--- config.mk ---
export PLATFORM = sky130hd
export DESIGN_NAME = pipe_ctrl_unit
export DESIGN_NICKNAME = d
export VERILOG_FILES = /design/src/rtl/pipe_ctrl_pkg.sv /design/src/rtl/pipe_ctrl_unit_decode.sv /design/src/rtl/pipe_ctrl_unit.sv
export SDC_FILE = /design/constraint.sdc
export NUM_CORES = 1
export LEC_CHECK = 0
export BUFFER_PORTS_ARGS = -buffer_cell sky130_fd_sc_hd__buf_4
export CORE_ASPECT_RATIO = 0.9
export CORE_UTILIZATION = 48
export CTS_BUF_LIST = sky130_fd_sc_hd__clkbuf_8
export DETAILED_ROUTE_END_ITERATION = 12
export PLACE_DENSITY_LB_ADDON = 0.25
export SLEW_MARGIN = 20
export SYNTH_ARGS = -nofsm -noshare
export SYNTH_HDL_FRONTEND = slang
export SYNTH_SLANG_ARGS = --single-unit
--- constraint.sdc ---
create_clock -name clk_i -period 2.55 [get_ports clk_i]
set_input_delay 0.51 -clock clk_i [delete_from_list [all_inputs] [get_ports clk_i]]
set_output_delay 0.51 -clock clk_i [all_outputs]
set_load 0.01 [all_outputs]
--- src/rtl/pipe_ctrl_pkg.sv ---
// Shared encodings and the control word carried down the pipeline.
package pipe_ctrl_pkg;

   localparam logic [5:0] OP_RTYPE = 6'b000000;
   localparam logic [5:0] OP_ADDI  = 6'b001000;
   localparam logic [5:0] OP_LW    = 6'b100011;
   localparam logic [5:0] OP_SW    = 6'b101011;
   localparam logic [5:0] OP_BEQ   = 6'b000100;
   localparam logic [5:0] OP_BGT   = 6'b000111;
   localparam logic [5:0] OP_BNEZ  = 6'b000101;
   localparam logic [5:0] OP_BGEZ  = 6'b000001;

   localparam logic [1:0] ALU_SRC2_REG  = 2'b00;
   localparam logic [1:0] ALU_SRC2_IMM  = 2'b01;
   localparam logic [1:0] ALU_SRC2_ZERO = 2'b10;

   localparam logic WB_DATA_ALU = 1'b0;
   localparam logic WB_DATA_DM  = 1'b1;

   typedef struct packed {
      logic [1:0] src2;
      logic       data_sel;
      logic       branch;
      logic       dm_read;
      logic       dm_write;
      logic       reg_write;
      logic [5:0] op;
      logic [5:0] funct;
      logic [4:0] rs;
      logic [4:0] rt;
      logic [4:0] waddr;
   } ctrl_word_t;

   localparam ctrl_word_t CTRL_BUBBLE = '0;

   // Instructions that read rt as a source operand (not as a destination).
   function automatic logic uses_rt(input logic [5:0] op);
      return (op == OP_RTYPE) || (op == OP_BEQ) || (op == OP_BGT) || (op == OP_SW);
   endfunction

endpackage

--- src/rtl/pipe_ctrl_unit_decode.sv ---
// ID-stage decoder: instruction word -> control word (pure combinational).
module ctrl_decode
   import pipe_ctrl_pkg::*;
#(
   parameter bit EXT_BR_EN = 1'b1
) (
   input  logic [31:0] instr,
   output ctrl_word_t  word
);

   logic [5:0] opcode;
   logic       known;

   assign opcode = instr[31:26];

   // Opcode table; unknown opcodes fall through to an all-zero bubble.
   always_comb begin
      // NOTE: every output gets a default first so no path leaves a latch behind.
      word  = CTRL_BUBBLE;
      known = 1'b0;
      case (opcode)
         OP_RTYPE: begin
            known          = 1'b1;
            word.src2      = ALU_SRC2_REG;
            word.waddr     = instr[15:11];
            word.reg_write = 1'b1;
         end
         OP_ADDI: begin
            known          = 1'b1;
            word.src2      = ALU_SRC2_IMM;
            word.waddr     = instr[20:16];
            word.reg_write = 1'b1;
         end
         OP_LW: begin
            known          = 1'b1;
            word.src2      = ALU_SRC2_IMM;
            word.dm_read   = 1'b1;
            word.data_sel  = WB_DATA_DM;
            word.waddr     = instr[20:16];
            word.reg_write = 1'b1;
         end
         OP_SW: begin
            known          = 1'b1;
            word.src2      = ALU_SRC2_IMM;
            word.dm_write  = 1'b1;
         end
         OP_BEQ: begin
            known          = 1'b1;
            word.src2      = ALU_SRC2_REG;
            word.branch    = 1'b1;
         end
         OP_BGT: begin
            if (EXT_BR_EN) begin
               known       = 1'b1;
               word.src2   = ALU_SRC2_REG;
               word.branch = 1'b1;
            end
         end
         OP_BNEZ, OP_BGEZ: begin
            if (EXT_BR_EN) begin
               known       = 1'b1;
               word.src2   = ALU_SRC2_ZERO;
               word.branch = 1'b1;
            end
         end
         default: ;
      endcase

      if (known) begin
         word.op    = opcode;
         word.funct = instr[5:0];
         word.rs    = instr[25:21];
         word.rt    = instr[20:16];
      end

      // r0 is hard-wired, so a write to it is dropped here (covers NOP).
      if (word.waddr == 5'd0)
         word.reg_write = 1'b0;
   end

endmodule

--- src/rtl/pipe_ctrl_unit.sv ---
// Pipelined control: decode in ID, carry control through ID/EX, EX/MEM, MEM/WB,
// with load-use stall, branch flush and global hold.
module pipe_ctrl_unit
   import pipe_ctrl_pkg::*;
#(
   parameter bit EXT_BR_EN      = 1'b1,
   parameter bit BR_RESOLVE_MEM = 1'b0,
   parameter bit LOAD_USE_EN    = 1'b1
) (
   input  logic        clk_i,
   input  logic        rst_i,
   input  logic [31:0] instr_i,
   input  logic        hold_i,
   input  logic        flush_i,
   output logic        stall_o,
   output logic [1:0]  ex_alu_src2_o,
   output logic [5:0]  ex_alu_op_o,
   output logic [5:0]  ex_funct_o,
   output logic [4:0]  ex_rs_o,
   output logic [4:0]  ex_rt_o,
   output logic        mem_branch_o,
   output logic        mem_dm_read_o,
   output logic        mem_dm_write_o,
   output logic        wb_reg_write_o,
   output logic        wb_data_sel_o,
   output logic [4:0]  wb_waddr_o
);

   ctrl_word_t id_word;
   ctrl_word_t ex_q;
   ctrl_word_t mem_q;
   ctrl_word_t wb_q;
   logic       load_use;

   ctrl_decode #(.EXT_BR_EN(EXT_BR_EN)) u_decode (
      .instr (instr_i),
      .word  (id_word)
   );

   // Load in EX whose destination is a source of the ID instruction.
   always_comb begin
      load_use = 1'b0;
      if (LOAD_USE_EN && ex_q.dm_read && (ex_q.waddr != 5'd0)) begin
         if (ex_q.waddr == id_word.rs)
            load_use = 1'b1;
         else if (uses_rt(id_word.op) && (ex_q.waddr == id_word.rt))
            load_use = 1'b1;
      end
   end

   // A taken branch squashes the ID instruction anyway, so no stall is needed.
   assign stall_o = load_use & ~flush_i;

   // Stage registers; priority reset > hold > flush > stall > advance.
   always_ff @(posedge clk_i) begin
      // NOTE: non-blocking updates so every stage samples the pre-edge value of its predecessor.
      if (rst_i) begin
         ex_q  <= CTRL_BUBBLE;
         mem_q <= CTRL_BUBBLE;
         wb_q  <= CTRL_BUBBLE;
      end else if (!hold_i) begin
         wb_q <= mem_q;
         if (flush_i) begin
            ex_q  <= CTRL_BUBBLE;
            mem_q <= BR_RESOLVE_MEM ? CTRL_BUBBLE : ex_q;
         end else if (load_use) begin
            ex_q  <= CTRL_BUBBLE;
            mem_q <= ex_q;
         end else begin
            ex_q  <= id_word;
            mem_q <= ex_q;
         end
      end
   end

   assign ex_alu_src2_o  = ex_q.src2;
   assign ex_alu_op_o    = ex_q.op;
   assign ex_funct_o     = ex_q.funct;
   assign ex_rs_o        = ex_q.rs;
   assign ex_rt_o        = ex_q.rt;
   assign mem_branch_o   = mem_q.branch;
   assign mem_dm_read_o  = mem_q.dm_read;
   assign mem_dm_write_o = mem_q.dm_write;
   assign wb_reg_write_o = wb_q.reg_write;
   assign wb_data_sel_o  = wb_q.data_sel;
   assign wb_waddr_o     = wb_q.waddr;

endmodule

=== After elaboration in Yosys (flattened, before gate mapping) ===
Cells that the tools add are included.
Widths: inputs -> output; s select.

* Bits in registers: 51
* Bits in latches: 0
* RAM bits: 0
* Memory bits (read-only): 0
* Bits of input ports: 36
* Output and inout port bits: 35
* Logic and storage cells: 63
* Memories kept: 0

* Add/subtract/negate cells: 0
* Multipliers: 0
* Div/mod/pow operators: 0
* Order comparisons: 0
* Equality and inequality tests: 12
* Shift operators: 0
* Mux-type cells: 14
* Bitwise logic cells: 2
* Reduce and logical (&&, ||, !) cells: 15

{| class="wikitable"
|+ Operators by type and width
! cell !! count
|-
| $mux 34 || 2
|-
| $eq 6x3->1 const B || 5
|-
| $mux 22 || 1
|-
| $eq 6x6->1 const B || 3
|-
| $logic_not 6->1 || 2
|-
| $eq 5x5->1 || 2
|-
| $pmux 5 s2 || 1
|-
| $mux 1 || 9
|-
| $reduce_or 8->1 || 1
|-
| $eq 6x1->1 const B || 1
|-
| $eq 6x4->1 const B || 1
|-
| $reduce_or 3->1 || 2
|-
| $logic_not 5->1 || 1
|-
| $reduce_bool 5->1 || 1
|-
| $pmux 2 s2 || 1
|-
| $reduce_or 2->1 || 2
|-
| $reduce_or 4->1 || 1
|-
| $logic_or 1x1->1 || 3
|-
| $logic_and 1x1->1 || 2
|-
| $and 1x1->1 || 1
|-
| $not 1->1 || 1
|}

=== Longest topological paths before layout ===
* Word-level depth: 14
* Gate-level depth with buffers: 8

=== Cells and area by module ===
A second synthesis with hierarchy kept.

* Cells, all modules: 341
* Area, all modules: 3009.1 sq um

{| class="wikitable"
|+ By module, submodules not included
! module !! times used !! cells an instance !! area an instance (sq um) !! seq. area each (sq um)
|-
| pipe_ctrl_unit || 1 || 264 || 2456.1 || 1021.0
|-
| ctrl_decode || 1 || 77 || 553.0 || 0.0
|}

=== Least setup slack after synthesis ===
No wires, ideal clock.

* Path type: input to output
* From: in instr_i[29]
* To: out stall_o
* Arrival time: 1984 ps
* Slack: 56 ps
* Stages: 8
* Path buffers: 2
* Cells stage by stage: buf_6 -> and4bb_2 -> a211oi_4 -> o31a_2 -> o221a_2 -> a21oi_4 -> buf_6 -> nor2_1

* Cells in the longest elaborated chain, start to end: 13
* Elaborated cells on any way between the ends: 25
* Classes of those cells: eq/ne (12); mux (5); bitwise (1); reduce/logical (7)

{| class="wikitable"
|+ RTL lines
! element !! RTL line !! text
|-
| from (decl) || pipe_ctrl_unit.sv:12 || <nowiki>input logic [31:0] instr_i,</nowiki>
|-
| $eq 6x3->1 (tied with other cells) || pipe_ctrl_unit_decode.sv:21 || <nowiki>case (opcode)</nowiki>
|-
| $reduce_or 8->1 (no line) || -- ||
|-
| $mux 1 || -- ||
|-
| $mux 22 (*) || pipe_ctrl_unit_decode.sv:69 || <nowiki>if (known) begin</nowiki>
|-
| $eq 6x3->1 or $logic_not 6->1 (tied branches) || pipe_ctrl_pkg.sv:38 || <nowiki>return (op == OP_RTYPE) || (op == OP_BEQ) || (op == OP_BGT) || (op == OP_SW);</nowiki>
|-
| $logic_or 1x1->1 (3 in a row) || pipe_ctrl_pkg.sv:38 ||
|-
| $logic_and 1x1->1 || pipe_ctrl_unit.sv:46 || <nowiki>else if (uses_rt(id_word.op) && (ex_q.waddr == id_word.rt))</nowiki>
|-
| $mux 1 || pipe_ctrl_unit.sv:46 ||
|-
| $mux 1 (*) || pipe_ctrl_unit.sv:44 || <nowiki>if (ex_q.waddr == id_word.rs)</nowiki>
|-
| $mux 1 (*) || pipe_ctrl_unit.sv:43 || <nowiki>if (LOAD_USE_EN && ex_q.dm_read && (ex_q.waddr != 5'd0)) begin</nowiki>
|-
| $and 1x1->1 (*) || pipe_ctrl_unit.sv:52 || <nowiki>assign stall_o = load_use & ~flush_i;</nowiki>
|-
| to (decl) || pipe_ctrl_unit.sv:15 || <nowiki>output logic stall_o,</nowiki>
|}

Mark *: on every way between the ends. The rest lies on a longest branch, timed or not.

=== Final worst setup path ===
* From: in instr_i[31]
* To: out stall_o

The elaborated chain is that of the path after synthesis.

==> flow_metrics.py <==
metrics = {
    "cts": {
        "cts_root_buf": "clkbuf_8",
        "ctsHtreeMaxLevel": 2,
        "cts_setup_buffers": 0,
        "cts_resized": 0,
        "clockBufferDepth": 2,
        "cts_buffers": 5,
        "cts.sinks": 49,
        "cts-hold-fix-buffers": 0,
        "clock_latency_ps": 300,
        "tritoncts": "built",
        "clk_pin_slew_ps": 90,
    },
    "floorplan": {
        "fp-row-count": 23,
        "dieArea_um2": 5230,
        "chipWidth_um": 76.1,
        "die_h_um": 68.7,
        "start_util_pct": 51.6,
        "core_area_um2": 4600,
        "num_io_pins": 71,
    },
    "power": {
        "p_sw_mw": 0.313,
        "ir_drop_mv": 0.298,
        "p_leak_nw": 1.15,
        "seq_power_share_pct": 57.9,
        "swShare_pct": 23.5,
        "p_per_area_nw_per_um2": 476,
        "pwr-share-clk_pct": 31.4,
        "combPwrFrac_pct": 10.7,
        "power.internal_mw": 1.02,
    },
    "cells_and_area": {
        "final_area_um2": 2800,
        "diodes": 0,
        "drive_gt1_share_pct": 34.5,
        "layout_commonest_cell": "buf_4",
        "layout_common_cells": "75 x buf_4, 48 x dfxtp_1, 32 x nor2_1, 22 x a32o_1, 16 x mux2i_1",
        "fin_nets": 321,
        "areaGrowthSynthToFinish_pct": 17.9,
    },
    "place": {
        "place_hpwl_mm": 3.57,
        "place_area_um2": 2730,
        "gp_congestion": 0.791,
        "dpl_worst_slack_ps": 45.6,
        "portBuffers": 65,
    },
    "worst_setup_path": {
        "path_buf_inv": 2,
        "critPathSlowestCell": "o31a_2",
        "critPathMaxStageDelay_ps": 300,
        "r2r_end": "ex_funct_o[2]",
        "end_kind": "primary output",
        "r2r_start": "ex_q[0]",
        "path_class": "primary input to primary output",
        "cpLargestDelayFamily": "compound AO/OA/AOI/OAI gates",
        "required_ps": 2040,
        "critPathMaxFanout": 8,
        "rrSetupSlack_ps": 450,
        "cp.arrival_ps": 2010,
        "r2r_cells": 7,
        "cp-start-kind": "primary input",
        "worstPathCellList": "buf_4, nor2_1, a211oi_4, o31a_2, o221a_2, a21oi_4, nor2_1, buf_4",
    },
    "yosys": {
        "syn_nets": 284,
        "synth_area_leaders": "dfxtp_1 41%, a32o_1 9.3%, buf_4 7.6%",
        "synthArstFlopShare_pct": 0,
        "synth_area_leader_cell": "dfxtp_1",
        "synth_ff_type": "dfxtp_1",
        "synth-simple-area-share_pct": 15.5,
        "synth_xor_area_share_pct": 2.21,
        "synthAdderAreaFrac_pct": 0,
        "synth_cells": 248,
        "synth_edf_count": 0,
        "synth_compound_area_share_pct": 21.9,
        "synth-seq-area-share_pct": 41.3,
        "synth_cell_types": 40,
        "synth_top_cell_area_share_pct": 41.3,
        "syn_area_um2": 2370,
        "synth_warnings": 0,
        "synthMuxAreaShare_pct": 6.74,
        "synth_seq_cells": 49,
        "postSynthAreaPerCell_um2": 9.58,
        "synth_top_family_by_area": "compound AO/OA/AOI/OAI gates",
    },
    "timing": {
        "whs_ps": 441,
        "maxSlewViolCount": 0,
        "slew_headroom_pct": 69.2,
        "finalSetupViolations": 0,
        "finClkSkew_ps": 7.11,
        "rsz0062_at_grt": "yes",
        "period_needed_ps": 2520,
        "hold_viol": 0,
        "layout_setup_ws_ps": 34.1,
        "fmax_mhz": 397,
        "tightest_slew_ps": 462,
        "finalCritPeriodShare_pct": 98.7,
    },
    "routing": {
        "routed_wl_mm": 5.10,
        "vias": 1953,
        "drt_iter0_markers": 153,
        "ant_nets": 0,
        "dr.pass1.iters": 4,
        "wire_per_inst_um": 14.7,
        "avgViaCountPerCell": 5.64,
        "drc": 0,
    },
    "job": {
        "maxCapViolCount": 0,
    },
    "global_route": {
        "grt_pass1_wl_mm": 8.16,
        "grt_max_degree": 33,
        "first_global_vias": 1727,
        "antenna_found_initial": 0,
        "overflow": 0,
        "grt_util_all_layers_pct": 20.0,
    },
    "hold_path": {
        "whs_endpoint": "ex_funct_o[1]",
        "hp-class": "primary input to register",
        "holdPathStages": 2,
        "hp-start": "instr_i[1]",
    },
    "outcome": {
        "status": "finished, final reports clean",
    },
}
==> flip-flops by register name (all words and copies together) (netlist names) <==
| name | flops |
|---|---|
| ex_alu_src2_o | 2 |
| ex_rs_o | 5 |
| ex_rt_o | 5 |
| ex_funct_o | 6 |
| wb_reg_write_o | 1 |
| ex_q | 9 |
| mem_q | 7 |
| wb_waddr_o | 5 |
| wb_data_sel_o | 1 |
| mem_dm_write_o | 1 |
| mem_branch_o | 1 |
| ex_alu_op_o | 6 |
==> power groups by stage <==
| stage | registers (mW) | logic (mW) | clock network [mW] |
|---|---|---|---|
| after global routing | 0.773 | 0.155 | 0.465 |
| after floorplan | 0.789 | 0.0779 | 0 |
| after CTS | 0.772 | 0.142 | 0.435 |
| after detailed placement | 0.790 | 0.141 | 0 |
| final | 0.772 | 0.142 | 0.419 |
| after global placement | 0.790 | 0.139 | 0 |
==> worst register-to-register path, cell delays in order, from the launching register on <==
cell and delay (ps):
dfxtp_1 360, or2_2 300, o21ai_0 190, nor4b_1 260, o221a_1 270, a21oi_4 70, buf_4 250, a32o_1 290
==> through the flow <==
step | std cells | TNS, ps | util [%] | power [mW]
after global placement | 340 | 0 | 59.2 | 0.929
after CTS | 346 | 0 | 60.8 | 1.35
after floorplan | 248 | 0 | - | 0.867
final | 346 | 0 | 60.8 | 1.33
after global routing | 346 | -49.0 | 60.8 | 1.39
after detailed placement | 340 | 0 | 59.2 | 0.931
==> Yosys cell counts, types with 2 or more instances <==
cell and count:
a32o_1 22, clkbuf_1 13, a22oi_1 5, buf_6 4, or2_2 7, o21ai_1 2
nor4bb_1 2, xnor2_1 6, nor4b_1 2, nand2_1 10, nor2_1 32, buf_2 3
dfxtp_1 49, mux2i_1 16, a22o_1 9, o31a_2 2, nand2b_1 2, o21ai_0 5
a31oi_1 2, nor3_1 8, nor4_1 3, a21oi_1 3, buf_4 24
==> how the worst max path moves through the flow <==
| stage | start | endpoint | slack, ps | depth (start not counted) |
|---|---|---|---|---|
| detailed placement | instr_i[31] | stall_o | 50 | 8 |
| global route | instr_i[31] | stall_o | -50 | 8 |
| finish | instr_i[31] | stall_o | 30 | 8 |
| CTS | ex_q[1] | stall_o | 10 | 7 |
| floorplan | instr_i[29] | stall_o | 60 | 8 |
| global placement | instr_i[31] | stall_o | 70 | 8 |
==> cell type report <==
type / instances / area, µm²
tap: 62 / 77.6
timing repair buffer: 75 / 563
multi-input combinational: 154 / 1100
fill: 428 / 1800
sequential: 49 / 982
clock buffer: 5 / 68.8
clock inverter: 1 / 5.00
==> per-layer routing <==
metal,wire (µm),vias up,global-route usage [%]
met5,0,-,0
met4,44,0,6.49
met3,346,4,5.53
met2,2320,67,33.0
met1,2390,930,25.7
li1,-,952,-
==> kinds of logic after synthesis <==
kind of cell           count (synthesis)
AND/OR/NAND/NOR                       73
AO/OA/AOI/OAI                         59
flip-flops                            49
buffers and inverters                 45
multiplexers                          16
XOR/XNOR                               6
Power figures use the tool's default switching activity.
